File: src/rtl/vdp_video_out_ctrl_pkg.sv
// Shared types and constants for the video-out register controller.
// Holds the controller state encoding, reset values and the saturating quotient helper.
`timescale 1ns/1ps
package vdp_video_out_ctrl_pkg;

  typedef enum logic [1:0] {
    ST_IDLE       = 2'd0,
    ST_DIV        = 2'd1,
    ST_WAIT_FRAME = 2'd2
  } ctrl_state_e;

  localparam logic [7:0] DEFAULT_DENOMINATOR = 8'd200;
  localparam logic [7:0] DEFAULT_NORMALIZE   = 8'd41;
  localparam int         NORM_NUMERATOR      = 8192;
  localparam int         H_TOTAL             = 2736;
  localparam int         DIV_STEPS           = 14;
  localparam logic [7:0] NORM_SAT            = 8'hFF;

  // Quotients that do not fit the 8-bit normalize register clamp to full scale.
  function automatic logic [7:0] sat_norm(input logic [13:0] q);
    return (q > 14'd255) ? NORM_SAT : q[7:0];
  endfunction

endpackage

File: src/rtl/vdp_norm_divider.sv
// Restoring divider producing round(NORM_NUMERATOR / den), one quotient bit per clock.
// A start pulse loads the operands; done is high during the final iteration.
`timescale 1ns/1ps
module vdp_norm_divider
  import vdp_video_out_ctrl_pkg::*;
#(
  parameter int NORM_NUMERATOR = vdp_video_out_ctrl_pkg::NORM_NUMERATOR
) (
  input  logic       clk,
  input  logic       reset,
  input  logic       start,
  input  logic [7:0] den,
  output logic       done,
  output logic [7:0] quotient
);

  logic [3:0]  cnt_q, cnt_d;
  logic [7:0]  rem_q, rem_d;
  logic [7:0]  den_q, den_d;
  logic [13:0] qsh_q, qsh_d;
  logic [8:0]  trial;
  logic        fits;

  // Adding den/2 to the numerator turns the truncating divide into round-to-nearest.
  function automatic logic [13:0] dividend(input logic [7:0] d);
    return 14'(NORM_NUMERATOR) + ({6'd0, d} >> 1);
  endfunction

  always_comb begin
    cnt_d = cnt_q;
    rem_d = rem_q;
    den_d = den_q;
    qsh_d = qsh_q;
    trial = {rem_q, qsh_q[13]};
    fits  = (trial >= {1'b0, den_q});
    if (start) begin
      den_d = den;
      qsh_d = dividend(den);
      rem_d = '0;
      cnt_d = 4'(DIV_STEPS);
    end else if (cnt_q != 4'd0) begin
      // Dividend bits shift out the top while quotient bits shift in at the bottom.
      rem_d = fits ? 8'(trial - {1'b0, den_q}) : trial[7:0];
      qsh_d = {qsh_q[12:0], fits};
      cnt_d = cnt_q - 4'd1;
    end
  end

  always_ff @(posedge clk or posedge reset) begin
    if (reset) begin
      cnt_q <= '0;
      rem_q <= '0;
      den_q <= '0;
      qsh_q <= '0;
    end else begin
      cnt_q <= cnt_d;
      rem_q <= rem_d;
      den_q <= den_d;
      qsh_q <= qsh_d;
    end
  end

  assign done     = (cnt_q == 4'd1);
  assign quotient = sat_norm(qsh_q);

endmodule

File: src/rtl/vdp_video_out_ctrl.sv
// Frame-synchronous commit of the denominator/normalize pair for vdp_video_out.
// Define VDP_VIDEO_OUT_CTRL_SCANLINE_EN to build in the scanline strobe generator.
`timescale 1ns/1ps
module vdp_video_out_ctrl
  import vdp_video_out_ctrl_pkg::*;
#(
  parameter int H_TOTAL        = vdp_video_out_ctrl_pkg::H_TOTAL,
  parameter int NORM_NUMERATOR = vdp_video_out_ctrl_pkg::NORM_NUMERATOR
) (
  input  logic        clk,
  input  logic        reset,
  input  logic [11:0] h_count,
  input  logic [9:0]  v_count,
  input  logic        wr_req,
  input  logic [7:0]  wr_denominator,
  output logic        wr_ack,
  output logic        busy,
  output logic [7:0]  reg_denominator,
  output logic [7:0]  reg_normalize,
`ifdef VDP_VIDEO_OUT_CTRL_SCANLINE_EN
  input  logic        scanline_en,
`endif
  output logic        has_scanline
);

  // h_count is 12 bits wide, so a longer line could never reach its origin reliably.
  if (H_TOTAL < 1 || H_TOTAL > 4096) begin : g_h_total_check
    $error("H_TOTAL does not fit the 12-bit h_count");
  end

  ctrl_state_e state_q, state_d;
  logic        busy_q, busy_d;
  logic        wr_ack_q, wr_ack_d;
  logic [7:0]  reg_den_q, reg_den_d;
  logic [7:0]  reg_norm_q, reg_norm_d;
  logic [7:0]  pend_den_q, pend_den_d;
  logic        frame_start;
  logic        div_start;
  logic        div_done;
  logic [7:0]  div_quotient;

  assign frame_start = (h_count == 12'd0) && (v_count == 10'd0);
  // A zero denominator never enters the divider; its result is known to be saturated.
  assign div_start   = (state_q == ST_IDLE) && wr_req && (wr_denominator != 8'd0);

  vdp_norm_divider #(
    .NORM_NUMERATOR(NORM_NUMERATOR)
  ) u_div (
    .clk      (clk),
    .reset    (reset),
    .start    (div_start),
    .den      (wr_denominator),
    .done     (div_done),
    .quotient (div_quotient)
  );

  always_comb begin
    state_d    = state_q;
    busy_d     = busy_q;
    wr_ack_d   = 1'b0;
    reg_den_d  = reg_den_q;
    reg_norm_d = reg_norm_q;
    pend_den_d = pend_den_q;
    unique case (state_q)
      ST_IDLE: begin
        if (wr_req) begin
          pend_den_d = wr_denominator;
          busy_d     = 1'b1;
          state_d    = (wr_denominator == 8'd0) ? ST_WAIT_FRAME : ST_DIV;
        end
      end
      ST_DIV: begin
        // A frame start during the last iteration is missed on purpose; the result is not ready.
        if (div_done) state_d = ST_WAIT_FRAME;
      end
      ST_WAIT_FRAME: begin
        if (frame_start) begin
          reg_den_d  = pend_den_q;
          reg_norm_d = (pend_den_q == 8'd0) ? NORM_SAT : div_quotient;
          wr_ack_d   = 1'b1;
          busy_d     = 1'b0;
          state_d    = ST_IDLE;
        end
      end
      default: state_d = ST_IDLE;
    endcase
  end

  always_ff @(posedge clk or posedge reset) begin
    if (reset) begin
      state_q    <= ST_IDLE;
      busy_q     <= 1'b0;
      wr_ack_q   <= 1'b0;
      reg_den_q  <= DEFAULT_DENOMINATOR;
      reg_norm_q <= DEFAULT_NORMALIZE;
      pend_den_q <= '0;
    end else begin
      state_q    <= state_d;
      busy_q     <= busy_d;
      wr_ack_q   <= wr_ack_d;
      reg_den_q  <= reg_den_d;
      reg_norm_q <= reg_norm_d;
      pend_den_q <= pend_den_d;
    end
  end

  assign busy            = busy_q;
  assign wr_ack          = wr_ack_q;
  assign reg_denominator = reg_den_q;
  assign reg_normalize   = reg_norm_q;

`ifdef VDP_VIDEO_OUT_CTRL_SCANLINE_EN
  logic scan_en_q, scan_en_d;
  logic has_scan_q, has_scan_d;

  // The enable only takes effect at a frame boundary so a frame is never half-striped.
  always_comb begin
    scan_en_d  = frame_start ? scanline_en : scan_en_q;
    has_scan_d = scan_en_q & v_count[0];
  end

  always_ff @(posedge clk or posedge reset) begin
    if (reset) begin
      scan_en_q  <= 1'b0;
      has_scan_q <= 1'b0;
    end else begin
      scan_en_q  <= scan_en_d;
      has_scan_q <= has_scan_d;
    end
  end

  assign has_scanline = has_scan_q;
`else
  assign has_scanline = 1'b0;
`endif

endmodule

File: config.mk
export PLATFORM = sky130hd
export DESIGN_NAME = vdp_video_out_ctrl
export DESIGN_NICKNAME = d
export VERILOG_FILES = /design/src/rtl/vdp_video_out_ctrl_pkg.sv /design/src/rtl/vdp_norm_divider.sv /design/src/rtl/vdp_video_out_ctrl.sv
export SDC_FILE = /design/constraint.sdc
export NUM_CORES = 1
export LEC_CHECK = 0
export CAP_MARGIN = 20
export CELL_PAD_IN_SITES_DETAIL_PLACEMENT = 1
export CELL_PAD_IN_SITES_GLOBAL_PLACEMENT = 1
export CORE_ASPECT_RATIO = 1.5
export CORE_MARGIN = 2
export CORE_UTILIZATION = 25
export CTS_CLUSTER_DIAMETER = 120
export CTS_CLUSTER_SIZE = 24
export DETAILED_ROUTE_END_ITERATION = 8
export PLACE_DENSITY_LB_ADDON = 0.1
export SLEW_MARGIN = 20
export SYNTH_ARGS = -nofsm -noshare
export SYNTH_HDL_FRONTEND = slang
export SYNTH_SLANG_ARGS = --single-unit
File: constraint.sdc
create_clock -name clk -period 2.5 [get_ports clk]
set_clock_uncertainty 0.05 [all_clocks]
set_input_delay 0.625 -clock clk [delete_from_list [all_inputs] [get_ports clk]]
set_output_delay 0.625 -clock clk [all_outputs]
set_load 0.005 [all_outputs]
# Yosys cells after proc, flatten, opt, wreduce, memory -nomap -nowiden
# Index checks and enable logic that the tools add are counted.
dict set report word_totals {
  ff_bits 62
  inputBits 33
  out_inout_bits 19
  word_cells 56
}
dict set report op_classes {
  n_addsub 3
  n_lt_le_gt_ge 2
  eq_ne 6
  muxes 19
  n_reduce_logical 16
}
# op count
set op_table {}
lappend op_table {{8-bit 2-to-1 mux} 5}
lappend op_table {{14-bit 2-to-1 mux} 2}
lappend op_table {{8-bit logical NOT} 2}
lappend op_table {{14-bit by 7-bit adder with 14-bit output (first input constant)} 1}
lappend op_table {{14-bit by 8-bit > comparator with 1-bit output (second input constant)} 1}
lappend op_table {{12-bit logical NOT} 1}
lappend op_table {{10-bit logical NOT} 1}
lappend op_table {{9-bit by 8-bit >= comparator with 1-bit output} 1}
lappend op_table {{2-bit 2-to-1 mux} 4}
lappend op_table {{4-bit 2-to-1 mux} 2}
lappend op_table {{8-bit nonzero test} 1}
lappend op_table {{8-bit subtractor} 1}
lappend op_table {{2-bit != test (second input constant)} 3}
lappend op_table {{2-bit one-hot mux with 3 select lines} 1}
lappend op_table {{3-bit AND reduction} 2}
lappend op_table {{4-bit by 1-bit == test with 1-bit output (second input constant)} 1}
lappend op_table {{1-bit 2-to-1 mux} 4}
lappend op_table {{2-bit AND reduction} 2}
lappend op_table {{2-bit nonzero test} 2}
lappend op_table {{4-bit nonzero test} 1}
lappend op_table {{4-bit by 1-bit subtractor with 4-bit output (second input constant)} 1}
lappend op_table {{1-bit logical AND} 3}
lappend op_table {{2-bit by 1-bit == test with 1-bit output (second input constant)} 1}
lappend op_table {{2-bit == test (second input constant)} 1}
lappend op_table {{2 further kinds} 2}

# Depth between registers and ports, before layout
dict set report logic_depth {
  depth_word 4
  depth_mapped 8
  ltp_nobuf 8
}

# Cells and area by module
# Synthesis repeated with hierarchy kept, for this count alone.
dict set report hier_totals {
  hier_cells 313
  area_unflattened_um2 3306.9
}
# mod n_inst cells_each area_each_um2 seq_area_each_um2
set by_module_without_submodules {}
lappend by_module_without_submodules {vdp_norm_divider 1 220 2028.2 850.8}
lappend by_module_without_submodules {vdp_video_out_ctrl 1 93 1278.7 708.2}

# Worst setup path after synthesis
# Ideal clock, no wire load.
dict set report synth_path {
  path_type {input port to flip-flop}
  startpoint {in h_count[4]}
  endpoint {reg reg_den_q[1], in the netlist reg_denominator[1]}
  setup_time_ps 125
  t_arrival_ps 2122
  required_ps 2325
  setup_slack_ps 203
  cell_stages 6
  path_buffers 2
  cell_sequence {or4_4 > nor4_2 > and3b_1 > buf_6 > buf_12 > mux2_4}
}
dict set report synth_via {
  elab_chain_len 3
}
# element line_no
set synth_rtl {}
lappend synth_rtl {{start, declared} vdp_video_out_ctrl.sv:12} ;# input logic [11:0] h_count,
lappend synth_rtl {{12-bit logical NOT} vdp_video_out_ctrl.sv:42} ;# assign frame_start = (h_count == 12'd0) && (v_count == 10'd0);
lappend synth_rtl {{1-bit logical AND} vdp_video_out_ctrl.sv:42}
lappend synth_rtl {{2-bit AND reduction (no source line)} --}
lappend synth_rtl {{end signal, assigned} vdp_video_out_ctrl.sv:101} ;# reg_den_q <= reg_den_d;
lappend synth_rtl {{end, declared} vdp_video_out_ctrl.sv:34} ;# logic [7:0] reg_den_q, reg_den_d;
# No other way between the ends.
# A chain may end at the register's enable or synchronous reset.

# Worst setup path after layout
dict set report layout_path {
  startpoint {in h_count[4]}
  endpoint {reg reg_den_q[0], in the netlist reg_denominator[0]}
}
# Same word-level chain as after synthesis.

==> flow_metrics.py <==
metrics = {
    "outcome": {
        "run_status": "finished, final reports clean",
    },
    "logic_synthesis": {
        "async_reset_ff_share_pct": 100,
        "synth_cell_types": 52,
        "synthTopCellsByArea": "dfrtp_1, dfstp_2, nand2_1",
        "yosysWarningCount": 0,
        "yosysTopAreaCell": "dfrtp_1",
        "synth_edf_count": 0,
        "seq_area_frac_synth_pct": 48.3,
        "synthCells": 323,
        "synth_area_sq_mm": 0.00323,
        "synth_top_flop_cell": "dfrtp_1",
        "synthesis.nets": 368,
        "yosys.area.top_type_share_pct": 43.4,
        "syn_area_per_cell_sq_um": 9.99,
        "synth-seq-cells": 62,
    },
    "clocking": {
        "clock_path_buffers": 2,
        "cts_tree": "yes",
        "cts_root_buf": "clkbuf_16",
        "clkLatencyLatePin_ps": 330,
        "post_cts_buffers": 0,
        "path_clk_slew_ps": 50,
        "cts_htree_levels": 3,
        "cts_buffers": 9,
        "post_cts_resized": 0,
        "cts.sink_count": 62,
        "cts_hold_buf": 0,
    },
    "critical_path": {
        "crit_buf_inv": 2,
        "path_max_fanout": 18,
        "critical_path.max_stage_delay_ps": 540,
        "endpoint_kind": "register",
        "cp_slowest_cell": "or4_4",
        "cp_cell_sequence": "clkdlybuf4s50_1 -> or4_4 -> nor4_4 -> and3b_2 -> buf_12 -> mux2_2",
        "path_class": "input port to register",
        "critical_path.top_delay_family": "simple AND/OR/NAND/NOR gates",
        "arrival_ps": 2580,
        "ff2ff_setup_slack_ps": 210,
        "critPathLaunchType": "input port",
        "worstPathRequired_ps": 2670,
    },
    "power_and_ir_drop": {
        "power.density_mw_per_mm2": 1240,
        "max-vdd-ir-drop_mv": 0.531,
        "p_leak_nw": 1.92,
        "p_sw_mw": 2.13,
        "power_mw": 5.50,
        "cellInternalPower_mw": 3.37,
        "pwr-share-seq_pct": 29.7,
        "p_clk_share_pct": 24.1,
        "comb_power_share_pct": 46.2,
        "switching_share_pct": 38.7,
    },
    "detailed_routing": {
        "via_per_inst": 4.81,
        "drt-total-wl_um": 9560,
        "wl_per_cell_um": 16.9,
        "final_antenna_net_count": 0,
        "first_iter_violations": 108,
        "drt-pass1-iter-count": 4,
        "vias": 2718,
        "drc": 0,
    },
    "sta": {
        "rsz0062_at_grt": "no",
        "period_minus_slack_ps": 2410,
        "slew_violations": 0,
        "finalHoldViolCount": 0,
        "setup_viol": 0,
        "setup_tns_ps": 0,
        "max_freq_mhz": 415,
        "period_share_pct": 96.5,
        "max_slew_margin_pct": 61.5,
        "tightestPinTransition_ps": 571,
    },
    "floorplanning": {
        "die-area_sq_mm": 0.0139,
        "dieHeight_um": 143,
        "rows": 50,
        "die_w_um": 96.8,
        "core_sq_mm": 0.0126,
        "start_util_pct": 25.7,
        "io_pins": 52,
    },
    "final_layout": {
        "final_common_cell": "dfrtp_1",
        "nFillCells": 1441,
        "drive_gt1_share_pct": 19.3,
        "mostFrequentLayoutCells": "dfrtp_1, clkdlybuf4s50_1, nand2_1, buf_4, o21ai_0",
        "antenna_cells": 0,
        "syn2layout_area_growth_pct": 37.9,
        "fin_nets": 449,
    },
    "placement": {
        "gp_congestion": 0.769,
        "portBuffers": 50,
        "hpwl_um": 7350,
    },
    "job": {
        "maxCapViolations": 0,
    },
    "global_route": {
        "gr-total-overflow": 0,
        "grt_pass1_vias": 2925,
        "grt_antenna_before_repair": 0,
        "grt.total_usage_pct": 14.4,
        "grt_max_degree": 21,
        "grt_pass1_wl_um": 15800,
    },
    "min_path": {
        "min_path_type": "register to register",
    },
}
==> path summary, 6_finish.rpt <==
kind                            cells after the start                 end           start
worst max-delay path                                6  reg_denominator[0]      h_count[4]
worst min-delay path                                2      u_div.den_q[0]  u_div.den_q[0]
worst max register to register                      7      u_div.rem_q[7]  u_div.den_q[1]
worst min register to register                      2      u_div.den_q[0]  u_div.den_q[0]
max in group asynchronous                           3    reg_normalize[0]           reset
min in group asynchronous                           2      u_div.rem_q[4]           reset
==> layer usage <==
layer	vias to the layer above	part of all wire, %	global-route usage, %
met5	-	0	0
met4	0	1.7	5.11
met3	11	2.0	2.79
met2	35	52	25.6
met1	1347	44	17.4
li1	1325	-	-
==> final cells by class <==
cell class                      count  area (sq um)  share of cell area, %
Clock inverter                      6          86.3                   1.94
Timing Repair Buffer               85           788                   17.7
Tap cell                          156           195                   4.38
Sequential cell                    62          1560                   35.0
Inverter                           20          75.1                   1.69
Multi-Input combinational cell    226          1520                   34.1
Clock buffer                       10           229                   5.14
==> metrics by stage <==
step	instances	worst slack [ps]	hold WS (ps)	instance area, sq um	utilization [%]
after detailed placement	549	-299	431	4130	32.8
after global routing	565	14.8	482	4450	35.4
after CTS	565	43.6	447	4440	35.3
final	565	87.9	451	4450	35.4
after global placement	549	-274	424	4130	32.8
after floorplan	323	203	400	3230	-
==> cell families (layout without fill, tap and decap cells) <==
group | after synthesis | after routing | synth area share (%)
AOI/OAI and AO/OA | 89 | 89 | 17.1
buffers and inverters | 35 | 121 | 5.00
adders and majority gates | 12 | 12 | 4.88
other | 1 | 1 | 0.116
DFF | 62 | 62 | 48.3
xor gates and xnor gates | 4 | 4 | 1.09
muxes | 17 | 17 | 6.82
and+or+nand+nor | 103 | 103 | 16.7
==> state kept, by name, indices dropped and copies added, names as in the netlist <==
signal / count
busy: 1
pend_den_q: 8
reg_denominator: 8
reg_normalize: 8
state_q: 2
u_div.cnt_q: 4
u_div.den_q: 8
u_div.qsh_q: 14
u_div.rem_q: 8
wr_ack: 1
==> power by group through the flow <==
stage | registers (mW) | logic [mW] | clock network, mW
final | 1.63 | 2.54 | 1.33
after global routing | 1.68 | 2.91 | 1.41
after CTS | 1.64 | 2.59 | 1.36
after floorplan | 1.54 | 1.79 | 0
after global placement | 1.65 | 2.53 | 0
after detailed placement | 1.65 | 2.57 | 0
==> worst reg2reg max path: stages, from the launching register on <==
cell and delay, ps:
dfrtp_1 380, inv_1 80, ha_1 300, nor2b_1 170, o21a_1 210, or4b_1 480
a221oi_1 350, o21ai_0 140
==> Yosys cell counts, types with 2 or more instances <==
| cell | n |
|---|---|
| dfstp_2 | 6 |
| nor2b_1 | 3 |
| o22ai_1 | 14 |
| dfrtp_1 | 56 |
| inv_1 | 20 |
| o21ai_0 | 27 |
| nor4_1 | 8 |
| a211o_1 | 2 |
| or4_1 | 2 |
| nand2b_1 | 13 |
| nand2_1 | 38 |
| a221oi_1 | 2 |
| mux2_2 | 8 |
| o21a_1 | 3 |
| o211ai_1 | 4 |
| o21ai_1 | 2 |
| a2111oi_0 | 2 |
| a31oi_1 | 6 |
| clkbuf_1 | 10 |
| nor2_1 | 12 |
| nor3b_1 | 3 |
| a21oi_1 | 19 |
| a311o_1 | 3 |
| xnor2_1 | 4 |
| nor3_1 | 4 |
| nand3_1 | 7 |
| or3_1 | 2 |
| mux2_4 | 8 |
| ha_1 | 11 |
| buf_2 | 2 |
Power figures use the tool's default switching activity.
